--- src/rtl/buzzer_tone_sequencer_if.sv ---
// Buzzer sequencer bus: enable, note push handshake and playback status.
// The master side is the register layer; the slave side is the sequencer.
interface buzzer_tone_sequencer_if #(
    parameter int unsigned HP_WIDTH   = 16,
    parameter int unsigned DUR_WIDTH  = 16,
    parameter int unsigned FIFO_DEPTH = 4
);
    localparam int unsigned LvlWidth = $clog2(FIFO_DEPTH) + 1;

    logic                 ctrl_en;
    logic                 note_valid;
    logic [HP_WIDTH-1:0]  note_half_period;
    logic [DUR_WIDTH-1:0] note_duration;
    logic                 note_ready;
    logic                 buzz;
    logic                 busy;
    logic [LvlWidth-1:0]  queue_level;
    logic                 note_done;

    modport master (
        output ctrl_en, note_valid, note_half_period, note_duration,
        input  note_ready, buzz, busy, queue_level, note_done
    );

    modport slave (
        input  ctrl_en, note_valid, note_half_period, note_duration,
        output note_ready, buzz, busy, queue_level, note_done
    );
endinterface

--- src/rtl/buzzer_tone_sequencer.sv ---
// Buzzer tone sequencer: a small note FIFO feeding a square-wave tone divider
// and a duration timer. Notes play back to back with no gap cycles.
module buzzer_tone_sequencer #(
    parameter int unsigned TICK_DIV   = 50000,
    parameter int unsigned HP_WIDTH   = 16,
    parameter int unsigned DUR_WIDTH  = 16,
    parameter int unsigned FIFO_DEPTH = 4
) (
    input logic clk,
    input logic rst,
    buzzer_tone_sequencer_if.slave bus
);
    localparam int unsigned PtrWidth  = $clog2(FIFO_DEPTH);
    localparam int unsigned LvlWidth  = PtrWidth + 1;
    localparam int unsigned TickWidth = (TICK_DIV > 1) ? $clog2(TICK_DIV) : 1;

    localparam logic [TickWidth-1:0] TickReload = TickWidth'(TICK_DIV - 1);
    localparam logic [LvlWidth-1:0]  LvlFull    = LvlWidth'(FIFO_DEPTH);

    typedef enum logic [0:0] {StIdle, StPlay} state_e;

    // Note storage; contents need no reset since the level gates every read.
    logic [HP_WIDTH-1:0]  fifo_hp_q  [FIFO_DEPTH];
    logic [DUR_WIDTH-1:0] fifo_dur_q [FIFO_DEPTH];

    logic [PtrWidth-1:0]  wr_ptr_q, rd_ptr_q;
    logic [LvlWidth-1:0]  level_q, level_d;
    state_e               state_q, state_d;
    logic                 buzz_q, buzz_d;
    logic [HP_WIDTH-1:0]  hp_q, hp_d;
    logic [HP_WIDTH-1:0]  hp_cnt_q, hp_cnt_d;
    logic [TickWidth-1:0] tick_cnt_q, tick_cnt_d;
    logic [DUR_WIDTH-1:0] dur_cnt_q, dur_cnt_d;

    logic                 ready;
    logic                 push;
    logic                 pop;
    logic                 load;
    logic                 note_done;
    logic                 queue_empty;
    logic [HP_WIDTH-1:0]  head_hp;
    logic [DUR_WIDTH-1:0] head_dur;

    assign ready       = bus.ctrl_en && (level_q != LvlFull);
    assign push        = bus.note_valid && ready;
    assign queue_empty = (level_q == '0);
    assign head_hp     = fifo_hp_q[rd_ptr_q];
    assign head_dur    = fifo_dur_q[rd_ptr_q];

    // Play FSM: tone divider, duration timer and loading of the queue head.
    always_comb begin
        state_d    = state_q;
        buzz_d     = buzz_q;
        hp_d       = hp_q;
        hp_cnt_d   = hp_cnt_q;
        tick_cnt_d = tick_cnt_q;
        dur_cnt_d  = dur_cnt_q;
        load       = 1'b0;
        pop        = 1'b0;
        note_done  = 1'b0;

        if (!bus.ctrl_en) begin
            // Abort: silence and idle; the queue is flushed by the pointer logic.
            state_d = StIdle;
            buzz_d  = 1'b0;
        end else begin
            unique case (state_q)
                StIdle: begin
                    load = !queue_empty;
                end
                StPlay: begin
                    // A rest (half period 0) never toggles, so buzz stays low.
                    if (hp_q != '0) begin
                        if (hp_cnt_q == '0) begin
                            buzz_d   = ~buzz_q;
                            hp_cnt_d = hp_q - HP_WIDTH'(1);
                        end else begin
                            hp_cnt_d = hp_cnt_q - HP_WIDTH'(1);
                        end
                    end
                    if (tick_cnt_q == '0) begin
                        tick_cnt_d = TickReload;
                        dur_cnt_d  = dur_cnt_q - DUR_WIDTH'(1);
                        if (dur_cnt_q == DUR_WIDTH'(1)) begin
                            // Pulse in the last active cycle; next note loads on this edge.
                            note_done = 1'b1;
                            if (!queue_empty) begin
                                load = 1'b1;
                            end else begin
                                buzz_d  = 1'b0;
                                state_d = StIdle;
                            end
                        end
                    end else begin
                        tick_cnt_d = tick_cnt_q - TickWidth'(1);
                    end
                end
                default: begin
                    state_d = StIdle;
                    buzz_d  = 1'b0;
                end
            endcase

            if (load) begin
                pop = 1'b1;
                if (head_dur == '0) begin
                    // Zero-length note is dropped; the next entry is seen from IDLE.
                    buzz_d  = 1'b0;
                    state_d = StIdle;
                end else begin
                    hp_d       = head_hp;
                    hp_cnt_d   = head_hp - HP_WIDTH'(1);
                    tick_cnt_d = TickReload;
                    dur_cnt_d  = head_dur;
                    buzz_d     = (head_hp != '0);
                    state_d    = StPlay;
                end
            end
        end
    end

    // Queue level: simultaneous push and pop cancel; disable flushes.
    always_comb begin
        level_d = level_q;
        if (!bus.ctrl_en) begin
            level_d = '0;
        end else if (push && !pop) begin
            level_d = level_q + LvlWidth'(1);
        end else if (pop && !push) begin
            level_d = level_q - LvlWidth'(1);
        end
    end

    // State, counters and FIFO pointers.
    always_ff @(posedge clk) begin
        if (rst) begin
            state_q    <= StIdle;
            buzz_q     <= 1'b0;
            hp_q       <= '0;
            hp_cnt_q   <= '0;
            tick_cnt_q <= '0;
            dur_cnt_q  <= '0;
            wr_ptr_q   <= '0;
            rd_ptr_q   <= '0;
            level_q    <= '0;
        end else begin
            state_q    <= state_d;
            buzz_q     <= buzz_d;
            hp_q       <= hp_d;
            hp_cnt_q   <= hp_cnt_d;
            tick_cnt_q <= tick_cnt_d;
            dur_cnt_q  <= dur_cnt_d;
            level_q    <= level_d;
            if (!bus.ctrl_en) begin
                wr_ptr_q <= '0;
                rd_ptr_q <= '0;
            end else begin
                if (push) begin
                    wr_ptr_q <= wr_ptr_q + PtrWidth'(1);
                end
                if (pop) begin
                    rd_ptr_q <= rd_ptr_q + PtrWidth'(1);
                end
            end
        end
    end

    // Note storage write on accepted push.
    always_ff @(posedge clk) begin
        if (push) begin
            fifo_hp_q[wr_ptr_q]  <= bus.note_half_period;
            fifo_dur_q[wr_ptr_q] <= bus.note_duration;
        end
    end

    assign bus.note_ready  = ready;
    assign bus.buzz        = buzz_q;
    assign bus.busy        = (state_q == StPlay) || !queue_empty;
    assign bus.queue_level = level_q;
    assign bus.note_done   = note_done;

endmodule

--- src/flat_wrapper.sv ---
// flat-port wrapper written by rule: the top's interface ports become plain ports
module buzzer_tone_sequencer_flat 
#(
    parameter int unsigned TICK_DIV   = 50000,
    parameter int unsigned HP_WIDTH   = 16,
    parameter int unsigned DUR_WIDTH  = 16,
    parameter int unsigned FIFO_DEPTH = 4
)
  (clk, rst, bus_ctrl_en, bus_note_valid, bus_note_half_period, bus_note_duration, bus_note_ready, bus_buzz, bus_busy, bus_queue_level, bus_note_done);
  buzzer_tone_sequencer_if #(.HP_WIDTH(HP_WIDTH), .DUR_WIDTH(DUR_WIDTH), .FIFO_DEPTH(FIFO_DEPTH)) bus_i ();
  input logic clk;
  input logic rst;
  input wire logic [$bits(bus_i.ctrl_en)-1:0] bus_ctrl_en;
  input wire logic [$bits(bus_i.note_valid)-1:0] bus_note_valid;
  input wire logic [$bits(bus_i.note_half_period)-1:0] bus_note_half_period;
  input wire logic [$bits(bus_i.note_duration)-1:0] bus_note_duration;
  output wire logic [$bits(bus_i.note_ready)-1:0] bus_note_ready;
  output wire logic [$bits(bus_i.buzz)-1:0] bus_buzz;
  output wire logic [$bits(bus_i.busy)-1:0] bus_busy;
  output wire logic [$bits(bus_i.queue_level)-1:0] bus_queue_level;
  output wire logic [$bits(bus_i.note_done)-1:0] bus_note_done;
  assign bus_i.ctrl_en = bus_ctrl_en;
  assign bus_i.note_valid = bus_note_valid;
  assign bus_i.note_half_period = bus_note_half_period;
  assign bus_i.note_duration = bus_note_duration;
  assign bus_note_ready = bus_i.note_ready;
  assign bus_buzz = bus_i.buzz;
  assign bus_busy = bus_i.busy;
  assign bus_queue_level = bus_i.queue_level;
  assign bus_note_done = bus_i.note_done;
  buzzer_tone_sequencer #(.TICK_DIV(TICK_DIV), .HP_WIDTH(HP_WIDTH), .DUR_WIDTH(DUR_WIDTH), .FIFO_DEPTH(FIFO_DEPTH)) u_core (.clk(clk), .rst(rst), .bus(bus_i));
endmodule
--- config.mk ---
export PLATFORM = sky130hd
export DESIGN_NAME = buzzer_tone_sequencer_flat
export DESIGN_NICKNAME = d
export VERILOG_FILES = /design/src/rtl/buzzer_tone_sequencer_if.sv /design/src/rtl/buzzer_tone_sequencer.sv /design/src/flat_wrapper.sv
export SDC_FILE = /design/constraint.sdc
export NUM_CORES = 1
export LEC_CHECK = 0
export CAP_MARGIN = 10
export CORE_MARGIN = 2
export CORE_UTILIZATION = 40
export DETAILED_ROUTE_END_ITERATION = 8
export GPL_TIMING_DRIVEN = 0
export PLACE_DENSITY_LB_ADDON = 0.25
export SYNTH_ARGS = -nofsm -noshare
export SYNTH_HDL_FRONTEND = slang
export SYNTH_SLANG_ARGS = --single-unit
--- constraint.sdc ---
create_clock -name clk -period 4.8 [get_ports clk]
set_input_delay 1.2 -clock clk [delete_from_list [all_inputs] [get_ports clk]]
set_output_delay 1.2 -clock clk [all_outputs]
set_load 0.02 [all_outputs]
Yosys cells after proc, flatten, opt, wreduce, memory -nomap -nowiden
Memory sizes are Yosys's and may differ from the RTL's. A register that Yosys moved wholly into a read port is not among the register bits.
Cells that the tools add are included.
{ "totals": {"ff_bits": 73, "ramBits": 128, "out_inout_bits": 7, "elab_cells": 89, "memories": 2} }
{ "memory_table": {"columns": ["name", "depth", "width", "rd", "rd_clocked_by_memory_dff", "wr", "line_no", "text"], "rows": [
  ["u_core.fifo_dur_q", 4, 16, 1, 1, 1, "buzzer_tone_sequencer.sv:24", "logic [DUR_WIDTH-1:0] fifo_dur_q [FIFO_DEPTH];"],
  ["u_core.fifo_hp_q", 4, 16, 1, 1, 1, "buzzer_tone_sequencer.sv:23", "logic [HP_WIDTH-1:0] fifo_hp_q [FIFO_DEPTH];"]
]} }
{ "op_classes": {"n_addsub": 9, "n_eq_ne": 2, "n_mux": 45, "bitwise": 4, "reduce_logical": 18} }
{ "op_table": {"columns": ["op", "n"], "rows": [
  ["16-bit 2-to-1 mux", 13],
  ["16-bit by 1-bit subtractor with 16-bit output, second input constant", 5],
  ["16-bit logical NOT", 3],
  ["16-bit nonzero test", 2],
  ["1-bit 2-to-1 mux", 25],
  ["16-bit by 1-bit == test with 1-bit output, second input constant", 1],
  ["2-bit 2-to-1 mux", 4],
  ["3-bit 2-to-1 mux", 2],
  ["2-bit by 1-bit adder with 2-bit output, second input constant", 2],
  ["1-bit logical AND", 4],
  ["1-bit NOT", 4],
  ["2-bit nonzero test", 2],
  ["3-bit by 1-bit adder with 3-bit output, second input constant", 1],
  ["1-bit logical NOT", 3],
  ["3-bit logical NOT", 1],
  ["3-bit != test, second input constant", 1],
  ["3-bit AND reduction", 1],
  ["3-bit by 1-bit subtractor with 3-bit output, second input constant", 1],
  ["1-bit case mux with 2 select lines", 1],
  ["2-bit OR reduction", 1],
  ["1-bit logical OR", 1]
]} }

Depth between registers and ports, before layout
Gate-level depths: netlist of run 1.
{ "depth": {"depth_word": 11, "ltp_mapped": 16, "ltp_nobuf": 12} }

Least setup slack after synthesis of run 1
Ideal clock, no wire load.
{ "synth_path": {"kind": "input -> output", "start": "in bus_ctrl_en", "end": "out bus_note_done", "arrival_time_ns": 2.316, "t_required_ns": 3.600, "setup_slack_ns": 1.284, "stages": 5, "path_buffers": 3, "path_cell_list": "buf_2 clkbuf_1 buf_1 nand4_1 nor2_1"} }
{ "synth_between": {"elab_chain_cells": 1} }
{ "synth_lines": {"columns": ["item", "line_no", "text"], "rows": [
  ["start, declared", "flat_wrapper.sv:13", "input wire logic [$bits(bus_i.ctrl_en)-1:0] bus_ctrl_en;"],
  ["1-bit 2-to-1 mux", "buzzer_tone_sequencer.sv:62", "if (!bus.ctrl_en) begin"],
  ["end, declared", "flat_wrapper.sv:21", "output wire logic [$bits(bus_i.note_done)-1:0] bus_note_done;"]
]} }
No other way between the ends.

Final worst setup path of run 1
Ends and elaborated chain as after synthesis.

==> flow_summary_export.csv, run 1 <==
group,metric,value,unit
floorplan,start_util,0.407,
grt,grt_pass1_vias,6981,
finish,nets,935,
clock_network,cts.sinks,203,
detailed_routing,ant_nets,0,
sta,period_share,0.958,
worst_setup_path,start_kind,"input pin",
sta,setup_viol,0,
sta,whs,0.478,ns
clock_network,cts_max_level,1,
worst_setup_path,crit_arrival,3.40,ns
finish,nFillCells,2149,
placed_design,place.gp.congestion,0.886,
power_and_ir_drop,vdd_drop_max,0.315,mV
synth,syn_nets,870,
finish,final_area,0.0111,mm^2
clock_network,numCtsBuffers,23,
detailed_routing,viasPerCell,5.80,
floorplan,core_area,0.0235,mm^2
detailed_routing,drc,0,
sta,finalMaxSlewViolations,0,
worst_setup_path,worst-path-max-fanout,19,
placed_design,hpwlAfterDp,16.5,mm
finish,n_antenna_cell,0,
floorplan,die_x,159,um
synth,synthCells,823,
clock_network,hold_buffers,0,
synth,synth-main-ff-cell,"edfxtp_1",
worst_setup_path,cp-end-kind,"output port",
synth,yosysWarnings,0,
worst_setup_path,slowest_stage,"clkdlybuf4s50_1",
synth,yosysUniqueCellTypes,81,
clock_network,clock_latency,0.52,ns
clock_network,clock_path_buffers,3,
clock_network,cts_tree,"done",
finish,drive_gt1_frac,0.116,
hold_path,min_path_type,"flip-flop to flip-flop",
synth,synth_area,0.00955,mm^2
grt,grt_pass1_wl,38.4,mm
outcome,status,"completed",
sta,finClkSkew,0.0179,ns
synth,avgSynthCellArea,11.6,um^2
worst_setup_path,required,3.60,ns
synth,async_reset_ff_frac,0,
clock_network,post-cts-setup-buffer-count,0,
detailed_routing,num_vias,7100,
grt,antenna_found_initial,0,
sta,slew_headroom,0.331,
finish,final_cell_mix,"128 x edfxtp_1, 75 x dfxtp_1, 69 x nand2_1",
sta,rsz0062_at_grt,"false",
detailed_routing,wl,24.3,mm
finish,regArea,0.00535,mm^2
worst_setup_path,path_class,"input pin to output port",
power_and_ir_drop,p_leak,3.64,nW
power_and_ir_drop,powerDensity,417,mW/mm^2
grt,grt_usage,0.197,
clock_network,post_cts_resized,1,
run,max-cap-violations,0,
placed_design,io_buffers,41,
placed_design,dpl_cell_area,0.0104,mm^2
synth,synth_edf_count,128,
worst_setup_path,critical-path-max-stage-delay,0.64,ns
finish,syn2layout_area_growth,16.4,%
finish,multi_input_area,0.00393,mm^2
synth,ys_ff_latch,203,
floorplan,ios,43,
grt,gr-total-overflow,0,
floorplan,rows,56,
floorplan,fp.dieH,159,um
sta,worstMarginPinSlew,0.990,ns
finish,layout_commonest_cell,"edfxtp_1",
sta,hold_viol,0,
power_and_ir_drop,finalPower,4.64,mW
hold_path,min_path_cells,2,
synth,synth_sequential_area_ratio,0.559,
worst_setup_path,reg2reg_depth,15,
sta,max_freq,218,MHz
worst_setup_path,path_cells,"clkdlybuf4s50_1 -> buf_2 -> buf_2 -> nand4_1 -> nor2_1 -> clkdlybuf4s50_1",
detailed_routing,wire_per_inst,19.8,um
detailed_routing,drt_pass1_iterations,5,
detailed_routing,drtIter0Drc,578,
clock_network,ctsRootBufferMaster,"clkbuf_16",
clock_network,clkTransAtPathRegs,0.06,ns
floorplan,dieArea,0.0251,mm^2
sta,finalCriticalPeriod,4.60,ns
grt,grt_max_degree,33,
[worst paths after layout]
path	from	end	slack, ns
worst max-delay path	bus_ctrl_en	bus_note_done	0.20
worst min-delay path	u_core.tick_cnt_q[1]	u_core.tick_cnt_q[1]	0.48
worst min register to register	u_core.tick_cnt_q[1]	u_core.tick_cnt_q[1]	0.48
worst max register to register	u_core.hp_cnt_q[12]	u_core.hp_cnt_q[10]	0.48
[critical path: cells and delay by family]
kind / cells / cell delay, ns
simple gates: 2 / 0.29
buf+inv: 4 / 1.91
[final cells by class]
| class | count | area share |
|---|---|---|
| timing repair buffer | 41 | 0.0369 |
| buffer | 47 | 0.0200 |
| sequential | 203 | 0.481 |
| inverter | 16 | 0.00540 |
| tap | 319 | 0.0359 |
| clock inverter | 15 | 0.0145 |
| multi-input combinational | 556 | 0.353 |
| clock buffer | 27 | 0.0531 |
[state kept, by name (all words and copies together) (netlist names), named ones only]
signal	count
u_core.tick_cnt_q	16
u_core.fifo_hp_q	64
u_core.dur_cnt_q	16
u_core.rd_ptr_q	2
u_core.wr_ptr_q	2
u_core.state_q	1
u_core.hp_cnt_q	16
u_core.fifo_dur_q	64
u_core.bus.queue_level	3
u_core.bus.buzz	1
u_core.hp_q	16
[logic make-up (layout without fill, tap and decap cells)]
kind of cell / count (synthesis) / after routing / share of synthesized area
xor gates and xnor gates: 25 / 25 / 0.0229
AOI/OAI and AO/OA: 177 / 177 / 0.128
DFF: 203 / 203 / 0.559
adders and majority gates: 11 / 11 / 0.0152
and+or+nand+nor: 304 / 304 / 0.162
buffers and inverters: 64 / 146 / 0.0299
muxes: 39 / 39 / 0.0828
[Yosys cell counts, types with 15 or more instances]
library cell  instances  share of area
dfxtp_1              75           0.16
clkbuf_1             21         0.0083
nor4_1               25          0.016
nand2_1              69          0.027
o21ai_0              24          0.013
nor2_1               64          0.025
nand3_1              34          0.018
edfxtp_1            128           0.40
buf_2                15         0.0079
a21oi_1              49          0.026
mux4_2               32          0.075
nor3_1               38          0.020
inv_1                15         0.0059
[report_power, final]
part	switching (mW)	leakage, nW	internal, mW
clock network	0.703	0.354	1.04
logic	0.568	1.51	0.322
registers	0.0715	1.77	1.93
total	1.34	3.64	3.29
[stage by stage]
stage,setup TNS [ns],setup slack [ns],instances,util
3_3_place_gp,-0.325,-0.325,1183,0.442
5_1_grt,0,0.120,1224,0.474
2_1_floorplan,0,1.28,823,-
3_5_place_dp,-0.326,-0.326,1183,0.442
4_1_cts,0,0.159,1224,0.474
6_report,0,0.202,1224,0.474
[metal layers]
metal	global-route usage	vias to the layer above	part of all wire
met5	0	-	0
met4	0.0635	0	0.025
met3	0.0318	51	0.066
met2	0.314	264	0.46
met1	0.275	3436	0.45
li1	-	3349	-
No activity file was read; power rests on OpenSTA's default activity.
==> run 2, diff against run 1 <==
--- a/config.mk
+++ b/config.mk
@@ -6,6 +6,7 @@
 export NUM_CORES = 1
 export LEC_CHECK = 0
 export CAP_MARGIN = 10
+export CORE_ASPECT_RATIO = 0.5
 export CORE_MARGIN = 2
 export CORE_UTILIZATION = 40
 export DETAILED_ROUTE_END_ITERATION = 8
==> run 2 against run 1 <==
Effect of this change:
- highest routed layer unchanged
- setup slack better by 0.064 ns
- clock skew fell by 0.0067 ns
- combinational power rose by 2%
- critical endpoint unchanged
- utilization increased by 0.18 points
- design area down 1.1%
==> flow_summary_export.csv, run 2 (synthesis results as in run 1) <==
group,metric,value,unit
finish,nets,932,
detailed_routing,viasPerCell,5.94,
worst_setup_path,r2r-start,"u_core.hp_cnt_q[12]",
clock_network,post_cts_resized,1,
worst_setup_path,worst-path-max-fanout,19,
clock_network,cts_tree,"done",
worst_setup_path,crit_start,"bus_ctrl_en",
sta,period_share,0.945,
sta,finClkSkew,0.0112,ns
finish,largestRegisters,"u_core.fifo_dur_q x64, u_core.fifo_hp_q x64",
detailed_routing,wl,25.2,mm
worst_setup_path,start_kind,"input pin",
clock_network,clock_path_buffers,3,
grt,grt_pass1_vias,6904,
clock_network,post-cts-setup-buffer-count,0,
clock_network,clkTransAtPathRegs,0.06,ns
detailed_routing,drc,0,
detailed_routing,wire_per_inst,20.9,um
detailed_routing,drt_pass1_iterations,5,
sta,hold_viol,0,
worst_setup_path,r2r_slack,0.57,ns
power_and_ir_drop,pwr-share-clk,0.346,
floorplan,start_util,0.413,
sta,max_freq,221,MHz
clock_network,cts_max_level,1,
power_and_ir_drop,combinationalPowerShare,0.204,
sta,slew_headroom,0.353,
finish,final_cell_mix,"128 x edfxtp_1, 75 x dfxtp_1, 69 x nand2_1",
detailed_routing,drtIter0Drc,644,
hold_path,min_from,"u_core.tick_cnt_q[1]",
clock_network,cts.sinks,203,
grt,antenna_found_initial,0,
sta,worstMarginPinSlew,0.957,ns
finish,layout_commonest_cell,"edfxtp_1",
floorplan,ios,43,
finish,nFillCells,2148,
worst_setup_path,crit_arrival,3.33,ns
finish,n_antenna_cell,0,
sta,tns,0,ns
sta,finalMaxSlewViolations,0,
clock_network,hold_buffers,0,
outcome,status,"completed",
placed_design,place_inst,1171,
floorplan,dieArea,0.0252,mm^2
floorplan,rows,39,
finish,regArea,0.00535,mm^2
power_and_ir_drop,p_sw,1.35,mW
power_and_ir_drop,powerDensity,404,mW/mm^2
sta,setup_viol,0,
sta,finalCriticalPeriod,4.53,ns
grt,grt_max_degree,33,
sta,rsz0062_at_grt,"false",
power_and_ir_drop,p_sw_frac,0.303,
finish,syn2layout_area_growth,15.1,%
power_and_ir_drop,vdd_drop_max,0.248,mV
power_and_ir_drop,p_int,3.09,mW
hold_path,min_path_type,"flip-flop to flip-flop",
detailed_routing,ant_nets,0,
power_and_ir_drop,p_seq_frac,0.450,
floorplan,core_area,0.0231,mm^2
finish,drive_gt1_frac,0.116,
clock_network,numCtsBuffers,20,
clock_network,ctsRootBufferMaster,"clkbuf_16",
finish,fin_cells,1206,
detailed_routing,num_vias,7169,
run,max-cap-violations,0,
worst_setup_path,path_class,"input pin to output port",
clock_network,clock_latency,0.51,ns
placed_design,io_buffers,41,
grt,grt_pass1_wl,39.8,mm
grt,grt_usage,0.201,
placed_design,place.gp.congestion,0.908,
worst_setup_path,cp-end-kind,"output port",
floorplan,fp.dieH,113,um
power_and_ir_drop,p_leak,3.59,nW
placed_design,hpwlAfterDp,17.4,mm
worst_setup_path,required,3.60,ns
floorplan,die_x,223,um
finish,multi_input_area,0.00393,mm^2
grt,gr-total-overflow,0,
## run 2: cell type report
| cell class | instances | share of cell area |
|---|---|---|
| clock buffer | 21 | 0.0468 |
| inverter | 16 | 0.00546 |
| sequential | 203 | 0.486 |
| tap | 307 | 0.0349 |
| multi-input combinational | 556 | 0.357 |
| clock inverter | 15 | 0.0121 |
| buffer | 47 | 0.0203 |
| timing repair buffer | 41 | 0.0373 |
## run 2: per-layer routing
layer	global-route usage	share of wire
met1	0.305	0.48
met2	0.304	0.43
met4	0.0434	0.018
met5	0	0
met3	0.0327	0.067
## run 2: power by group through the flow
stage / Clock [mW] / Combinational [mW] / Sequential [mW]
2_1_floorplan: 0 / 0.616 / 2.02
3_3_place_gp: 0 / 0.872 / 2.03
3_5_place_dp: 0 / 0.885 / 2.03
4_1_cts: 1.56 / 0.889 / 2.00
5_1_grt: 1.64 / 0.990 / 2.01
6_report: 1.54 / 0.908 / 2.00
## run 2: final timing paths
kind	to	cells after the start
max reg2reg	u_core.hp_cnt_q[14]	15
max	bus_note_done	6
min	u_core.tick_cnt_q[1]	2
min reg2reg	u_core.tick_cnt_q[1]	2
## run 2: worst max-delay path: stages
cell             delay [ns]
clkdlybuf4s50_1        0.54
buf_2                  0.36
buf_2                  0.33
nand4_1                0.12
nor2_1                 0.15
clkdlybuf4s50_1        0.62
## run 2: stage by stage
stage	total power, mW	hold slack, ns	worst slack (ns)	area, um^2	utilization
2_1_floorplan	2.63	0.444	1.28	9550	-
3_3_place_gp	2.90	0.463	-0.244	10300	0.447
3_5_place_dp	2.92	0.467	-0.242	10400	0.448
4_1_cts	4.45	0.476	0.257	11000	0.475
5_1_grt	4.64	0.506	0.155	11000	0.475
6_report	4.44	0.478	0.266	11000	0.475
